File: src/rtl/seg7_word_reader.sv
// seg7_word_reader: samples a 7-segment bus, accepts each pattern once it has
// been stable for STABLE_CYCLES valid samples, maps it back to the 4-bit
// letter code and tracks complete spellings of C-L-A-U-D-I-A.
//
// Input qualification: seg_in is consumed only on cycles where seg_valid is
// high. There is no back-pressure; a low seg_valid simply breaks the current
// stable run. Output pulses (code_valid, code_err, word_done) are single-cycle
// strobes with no ready signal; code_out, pos and word_count are levels.
module seg7_word_reader #(
  parameter int STABLE_CYCLES = 2,
  parameter int CNT_W         = 8
) (
  input  logic             clk,
  input  logic             rst,
  input  logic [6:0]       seg_in,
  input  logic             seg_valid,
  output logic [3:0]       code_out,
  output logic             code_valid,
  output logic             code_err,
  output logic [2:0]       pos,
  output logic             word_done,
  output logic [CNT_W-1:0] word_count
);

  // Segment patterns, bit 6 = g ... bit 0 = a.
  localparam logic [6:0] PAT_C     = 7'b0111001;
  localparam logic [6:0] PAT_L     = 7'b0111000;
  localparam logic [6:0] PAT_A     = 7'b1110111;
  localparam logic [6:0] PAT_U     = 7'b0111110;
  localparam logic [6:0] PAT_D     = 7'b0111111;
  localparam logic [6:0] PAT_I     = 7'b0000110;
  localparam logic [6:0] PAT_BLANK = 7'b0000000;

  localparam logic [3:0] CODE_UNKNOWN = 4'hF;

  // Run counter saturates at the threshold, so 4 bits cover the 1..15 range.
  localparam logic [3:0] STABLE_C = 4'(STABLE_CYCLES);

  // Word tracker position; the encoding doubles as the pos output.
  typedef enum logic [2:0] {
    POS_0 = 3'd0,
    POS_1 = 3'd1,
    POS_2 = 3'd2,
    POS_3 = 3'd3,
    POS_4 = 3'd4,
    POS_5 = 3'd5,
    POS_6 = 3'd6
  } pos_e;

  // Letter code expected at each tracker position.
  function automatic logic [3:0] expected_code(input pos_e p);
    logic [3:0] c;
    case (p)
      POS_0:   c = 4'd0;
      POS_1:   c = 4'd1;
      POS_2:   c = 4'd2;
      POS_3:   c = 4'd3;
      POS_4:   c = 4'd4;
      POS_5:   c = 4'd5;
      POS_6:   c = 4'd2;
      default: c = 4'd0;
    endcase
    return c;
  endfunction

  // Position that follows a correct letter at p (POS_6 wraps via word_done).
  function automatic pos_e advance(input pos_e p);
    pos_e n;
    case (p)
      POS_0:   n = POS_1;
      POS_1:   n = POS_2;
      POS_2:   n = POS_3;
      POS_3:   n = POS_4;
      POS_4:   n = POS_5;
      POS_5:   n = POS_6;
      default: n = POS_0;
    endcase
    return n;
  endfunction

  // Stability filter state.
  logic [6:0] held_q, held_d;
  logic [3:0] cnt_q, cnt_d;
  logic       armed_q, armed_d;
  logic       accept;

  // Pattern decode of the held pattern.
  logic [3:0] dec_code;
  logic       dec_letter;
  logic       dec_blank;

  // Tracker and output registers.
  pos_e             state_q, state_d;
  logic [3:0]       code_out_q, code_out_d;
  logic             code_valid_q, code_valid_d;
  logic             code_err_q, code_err_d;
  logic             word_done_q, word_done_d;
  logic [CNT_W-1:0] word_count_q, word_count_d;

  // Stability filter: track the current run and flag a single acceptance
  // when the run first reaches the threshold.
  always_comb begin
    held_d  = held_q;
    cnt_d   = cnt_q;
    armed_d = armed_q;
    accept  = 1'b0;
    if (!seg_valid) begin
      cnt_d   = 4'd0;
      armed_d = 1'b1;
    end else if ((seg_in != held_q) || (cnt_q == 4'd0)) begin
      held_d  = seg_in;
      cnt_d   = 4'd1;
      armed_d = 1'b1;
    end else if (cnt_q != STABLE_C) begin
      cnt_d = cnt_q + 4'd1;
    end
    // Armed clears on acceptance so a held pattern is reported only once.
    if (seg_valid && armed_d && (cnt_d == STABLE_C)) begin
      accept  = 1'b1;
      armed_d = 1'b0;
    end
  end

  // Map the pattern being accepted back to its letter code.
  always_comb begin
    dec_code   = CODE_UNKNOWN;
    dec_letter = 1'b0;
    dec_blank  = 1'b0;
    case (held_d)
      PAT_C:     begin dec_code = 4'd0; dec_letter = 1'b1; end
      PAT_L:     begin dec_code = 4'd1; dec_letter = 1'b1; end
      PAT_A:     begin dec_code = 4'd2; dec_letter = 1'b1; end
      PAT_U:     begin dec_code = 4'd3; dec_letter = 1'b1; end
      PAT_D:     begin dec_code = 4'd4; dec_letter = 1'b1; end
      PAT_I:     begin dec_code = 4'd5; dec_letter = 1'b1; end
      PAT_BLANK: dec_blank = 1'b1;
      default:   dec_code = CODE_UNKNOWN;
    endcase
  end

  // Tracker next state and output pulses for each accepted pattern.
  always_comb begin
    state_d      = state_q;
    code_out_d   = code_out_q;
    code_valid_d = 1'b0;
    code_err_d   = 1'b0;
    word_done_d  = 1'b0;
    word_count_d = word_count_q;
    if (accept) begin
      if (dec_letter) begin
        code_out_d   = dec_code;
        code_valid_d = 1'b1;
        if (dec_code == expected_code(state_q)) begin
          if (state_q == POS_6) begin
            word_done_d  = 1'b1;
            word_count_d = word_count_q + 1'b1;
            state_d      = POS_0;
          end else begin
            state_d = advance(state_q);
          end
        end else if (dec_code == 4'd0) begin
          // A stray C is itself the start of a new word.
          state_d = POS_1;
        end else begin
          state_d = POS_0;
        end
      end else if (!dec_blank) begin
        code_out_d = CODE_UNKNOWN;
        code_err_d = 1'b1;
        state_d    = POS_0;
      end
      // Blank: a gap between letters, nothing changes.
    end
  end

  // State registers with synchronous reset.
  always_ff @(posedge clk) begin
    if (rst) begin
      held_q       <= PAT_BLANK;
      cnt_q        <= 4'd0;
      armed_q      <= 1'b1;
      state_q      <= POS_0;
      code_out_q   <= 4'd0;
      code_valid_q <= 1'b0;
      code_err_q   <= 1'b0;
      word_done_q  <= 1'b0;
      word_count_q <= '0;
    end else begin
      held_q       <= held_d;
      cnt_q        <= cnt_d;
      armed_q      <= armed_d;
      state_q      <= state_d;
      code_out_q   <= code_out_d;
      code_valid_q <= code_valid_d;
      code_err_q   <= code_err_d;
      word_done_q  <= word_done_d;
      word_count_q <= word_count_d;
    end
  end

  assign code_out   = code_out_q;
  assign code_valid = code_valid_q;
  assign code_err   = code_err_q;
  assign pos        = state_q;
  assign word_done  = word_done_q;
  assign word_count = word_count_q;

endmodule
File: config.mk
export PLATFORM = sky130hd
export DESIGN_NAME = seg7_word_reader
export DESIGN_NICKNAME = d
export VERILOG_FILES = /design/src/rtl/seg7_word_reader.sv
export SDC_FILE = /design/constraint.sdc
export NUM_CORES = 1
export LEC_CHECK = 0
export BUFFER_PORTS_ARGS = -buffer_cell sky130_fd_sc_hd__buf_2
export CAP_MARGIN = 15
export CORE_UTILIZATION = 40
export CTS_BUF_LIST = sky130_fd_sc_hd__clkbuf_8
export CTS_CLUSTER_SIZE = 8
export DETAILED_ROUTE_END_ITERATION = 6
export GPL_TIMING_DRIVEN = 0
export HOLD_SLACK_MARGIN = 0.15
export PLACE_DENSITY_LB_ADDON = 0.25
export SYNTH_ARGS = -nofsm -noshare
export SYNTH_HDL_FRONTEND = slang
export SYNTH_SLANG_ARGS = --single-unit
File: constraint.sdc
create_clock -name clk -period 3.1 [get_ports clk]
set_input_delay 0.465 -clock clk [delete_from_list [all_inputs] [get_ports clk]]
set_output_delay 0.465 -clock clk [all_outputs]
set_load 0.05 [all_outputs]
==> summary.txt <==
Clock Pin Slew Worst Setup and Hold Paths -> 70 ps
Place WS -> -119 ps
CTS root buf -> clkbuf_8
Ports -> 28
ratio of total power to cell area -> 393 nW/um^2
CP Launch Point -> cnt_q[0]
R2R Setup Slk -> 120 ps
endpoints failing hold -> 0
Gate power share -> 9.5%
reg2reg start -> cnt_q[0]
DR vias -> 1,778
most frequent cell after synthesis -> dfxtp_1
area leader, netlist -> dfxtp_1
RR Endpoint -> word_count[5]
top-area cell type share of the netlist area -> 31.5%
Worst setup SP type -> flop
area delta synth->final -> 18.8%
Die ar. -> 5050 um^2
clk buf depth -> 2
FP Rows -> 24
number of global-route vias before repair -> 1,612
Mapped Nets -> 247
hold slack -> 471 ps
critical path data arrival time -> 3150 ps
crit-path max FO -> 7
Worst-Margin Slew -> 560 ps
EDFF count, synth -> 0
largest net degree at the start of global routing -> 11
R2R cell count -> 10
max_cap viols -> 0
ANT nets after route -> 0
placed wire-length estimate -> 3240 um
Tmin final -> 2980 ps
fin cells -> 320
clock power share -> 45.9%
layout cell share with drive strength beyond 1 -> 23.5%
fmax -> 335 MHz
CTS Buf Count -> 5
#FFs+latches synth -> 30
wirelength, routed -> 4430 um
core area -> 4470 um^2
PortBufs -> 26
DRC viols -> 4
synth top area cells -> dfxtp_1 (31%), nor2_1 (4.9%), nand2_1 (4.5%)
Die Ht -> 71.0 um
vias per cell -> 5.56
register area share after synthesis -> 31.5%
failing checks -> DRC
drt pass-1 iters -> 7
switching portion of total power -> 23.6%
All-Layer GR Usage -> 18.3%
die width -> 71.0 um
Congestion Overflow GR -> 0
clk_skew -> 8.29 ps
Async SR Flop Fraction -> 0%
n_diodes -> 0
final core area utilization -> 50.6%
GPL Wtd Cong -> 0.903
Initial Util -> 42.6%
Sequential Power Share -> 44.6%
TNS Setup -> 0 ps
Critical Path End -> word_count[5]
most frequent cells after synthesis -> dfxtp_1 (30), nor2_1 (25), nand2_1 (23)
Worst Path Required -> 3270 ps
Psw -> 0.210 mW
Slew Viols, Final -> 0
DR WL/cell -> 13.8 um
Setup Viol. Count Final -> 0
critical path class -> flop to flop
Distinct cells, synth -> 51
Leak Pwr -> 0.897 nW
worst-skew pair later-pin latency -> 290 ps
Final Cycle Share -> 96.2%
Placed Cells -> 311
initial antenna violation count -> 0
Min-Delay Path Class -> input pin to flop
Worst IR Drop VDD -> 0.412 mV
htree depth -> 2
first-pass GRT wire length -> 7250 um
status -> complete, but fails checks
Synth Cell Area -> 1910 um^2
Final #Nets -> 282
Synth Flop Type -> dfxtp_1
Post-Syn Instances -> 233
P_int -> 0.680 mW
Sink Count -> 30
final setup margin -> 117 ps
CP Capture Type -> flop
CTS tree -> built
Mean Syn Cell Area -> 8.18 um^2
warnings from Yosys -> 0
DR iter-0 viols -> 96
Rel. slew slack -> 62.4%
[worst max-delay path: stages, from the launching register on]
cell and delay [ps]:
dfxtp_2 360, inv_1 80, ha_1 210, a2111o_1 500, o21ai_4 280, or4_4 190
o41ai_4 100, or3_1 360, buf_2 180, nor4b_4 260, mux2_1 340
[worst min-delay path by stage]
stage	from	end	slack [ps]	cells past startpoint
final	seg_in[1]	held_q[1]	470	3
after global routing	seg_in[4]	held_q[4]	490	3
after CTS	seg_in[1]	held_q[1]	460	3
after detailed placement	code_out[3]	code_out[3]	490	2
after global placement	armed_q	armed_q	480	2
after floorplan	armed_q	armed_q	460	2
[per-layer routing]
metal | vias to the layer above | GRT usage, % | wire, um | share of wire, %
met5 | - | 0 | 0 | 0
met4 | 0 | 10.4 | 128 | 2.9
met3 | 13 | 4.27 | 235 | 5.3
met2 | 55 | 27.1 | 1970 | 45
met1 | 798 | 24.4 | 2090 | 47
li1 | 912 | - | - | -
[stage by stage]
step / power, mW / area (um^2)
floorplan: 0.459 / 1910
global placement: 0.486 / 2100
detailed placement: 0.487 / 2100
CTS: 0.897 / 2210
global route: 0.920 / 2270
finish: 0.890 / 2270
[layout make-up]
| cell class | count | area [um^2] |
|---|---|---|
| timing repair buffer | 28 | 145 |
| multi-input combinational | 185 | 1260 |
| sequential | 30 | 603 |
| tap | 52 | 65.1 |
| clock inverter | 1 | 30.0 |
| clock buffer | 6 | 82.6 |
| fill | 446 | 2210 |
| buffer | 12 | 55.1 |
| inverter | 6 | 22.5 |
[power groups by stage]
| stage | Combinational [mW] | Sequential, mW | Clock (mW) |
|---|---|---|---|
| floorplan | 0.0553 | 0.404 | 0 |
| global placement | 0.0808 | 0.405 | 0 |
| detailed placement | 0.0813 | 0.405 | 0 |
| CTS | 0.0816 | 0.396 | 0.419 |
| global route | 0.0936 | 0.397 | 0.429 |
| finish | 0.0848 | 0.397 | 0.408 |
[kinds of logic after synthesis]
logic type	count (synthesis)	synth area share, %
muxes	11	6.30
xor gates and xnor gates	13	5.97
and+or+nand+nor	117	32.9
DFF	30	31.5
adders and majority gates	4	2.62
AOI/OAI and AO/OA	40	16.7
buffers and inverters	18	4.07
[flip-flops by register name, indices dropped and copies added, names as in the netlist]
name and cells:
word_count 8, held_q 7, cnt_q 4, code_out 4, pos 3, armed_q 1
code_err 1, code_valid 1, word_done 1
[layout by cell type (no fill, tap or decap), drive strengths merged, types with 7 or more instances in the layout]
master / synthesis / final
a21oi: 12 / 12
buf: 6 / 34
clkbuf: 6 / 12
dfxtp: 30 / 30
mux2: 8 / 8
nand2: 23 / 23
nand3: 7 / 7
nand4: 8 / 8
nor2: 25 / 25
nor2b: 10 / 10
nor3: 13 / 13
xnor2: 9 / 9
[what timing repair did]
item                                    4_1_cts  5_1_grt
gates resized for setup                       0        8
setup buffers                                 0        2
hold buffers                                  0        0
endpoints found under the setup margin        0        4
(Power assumes the default switching activity.)
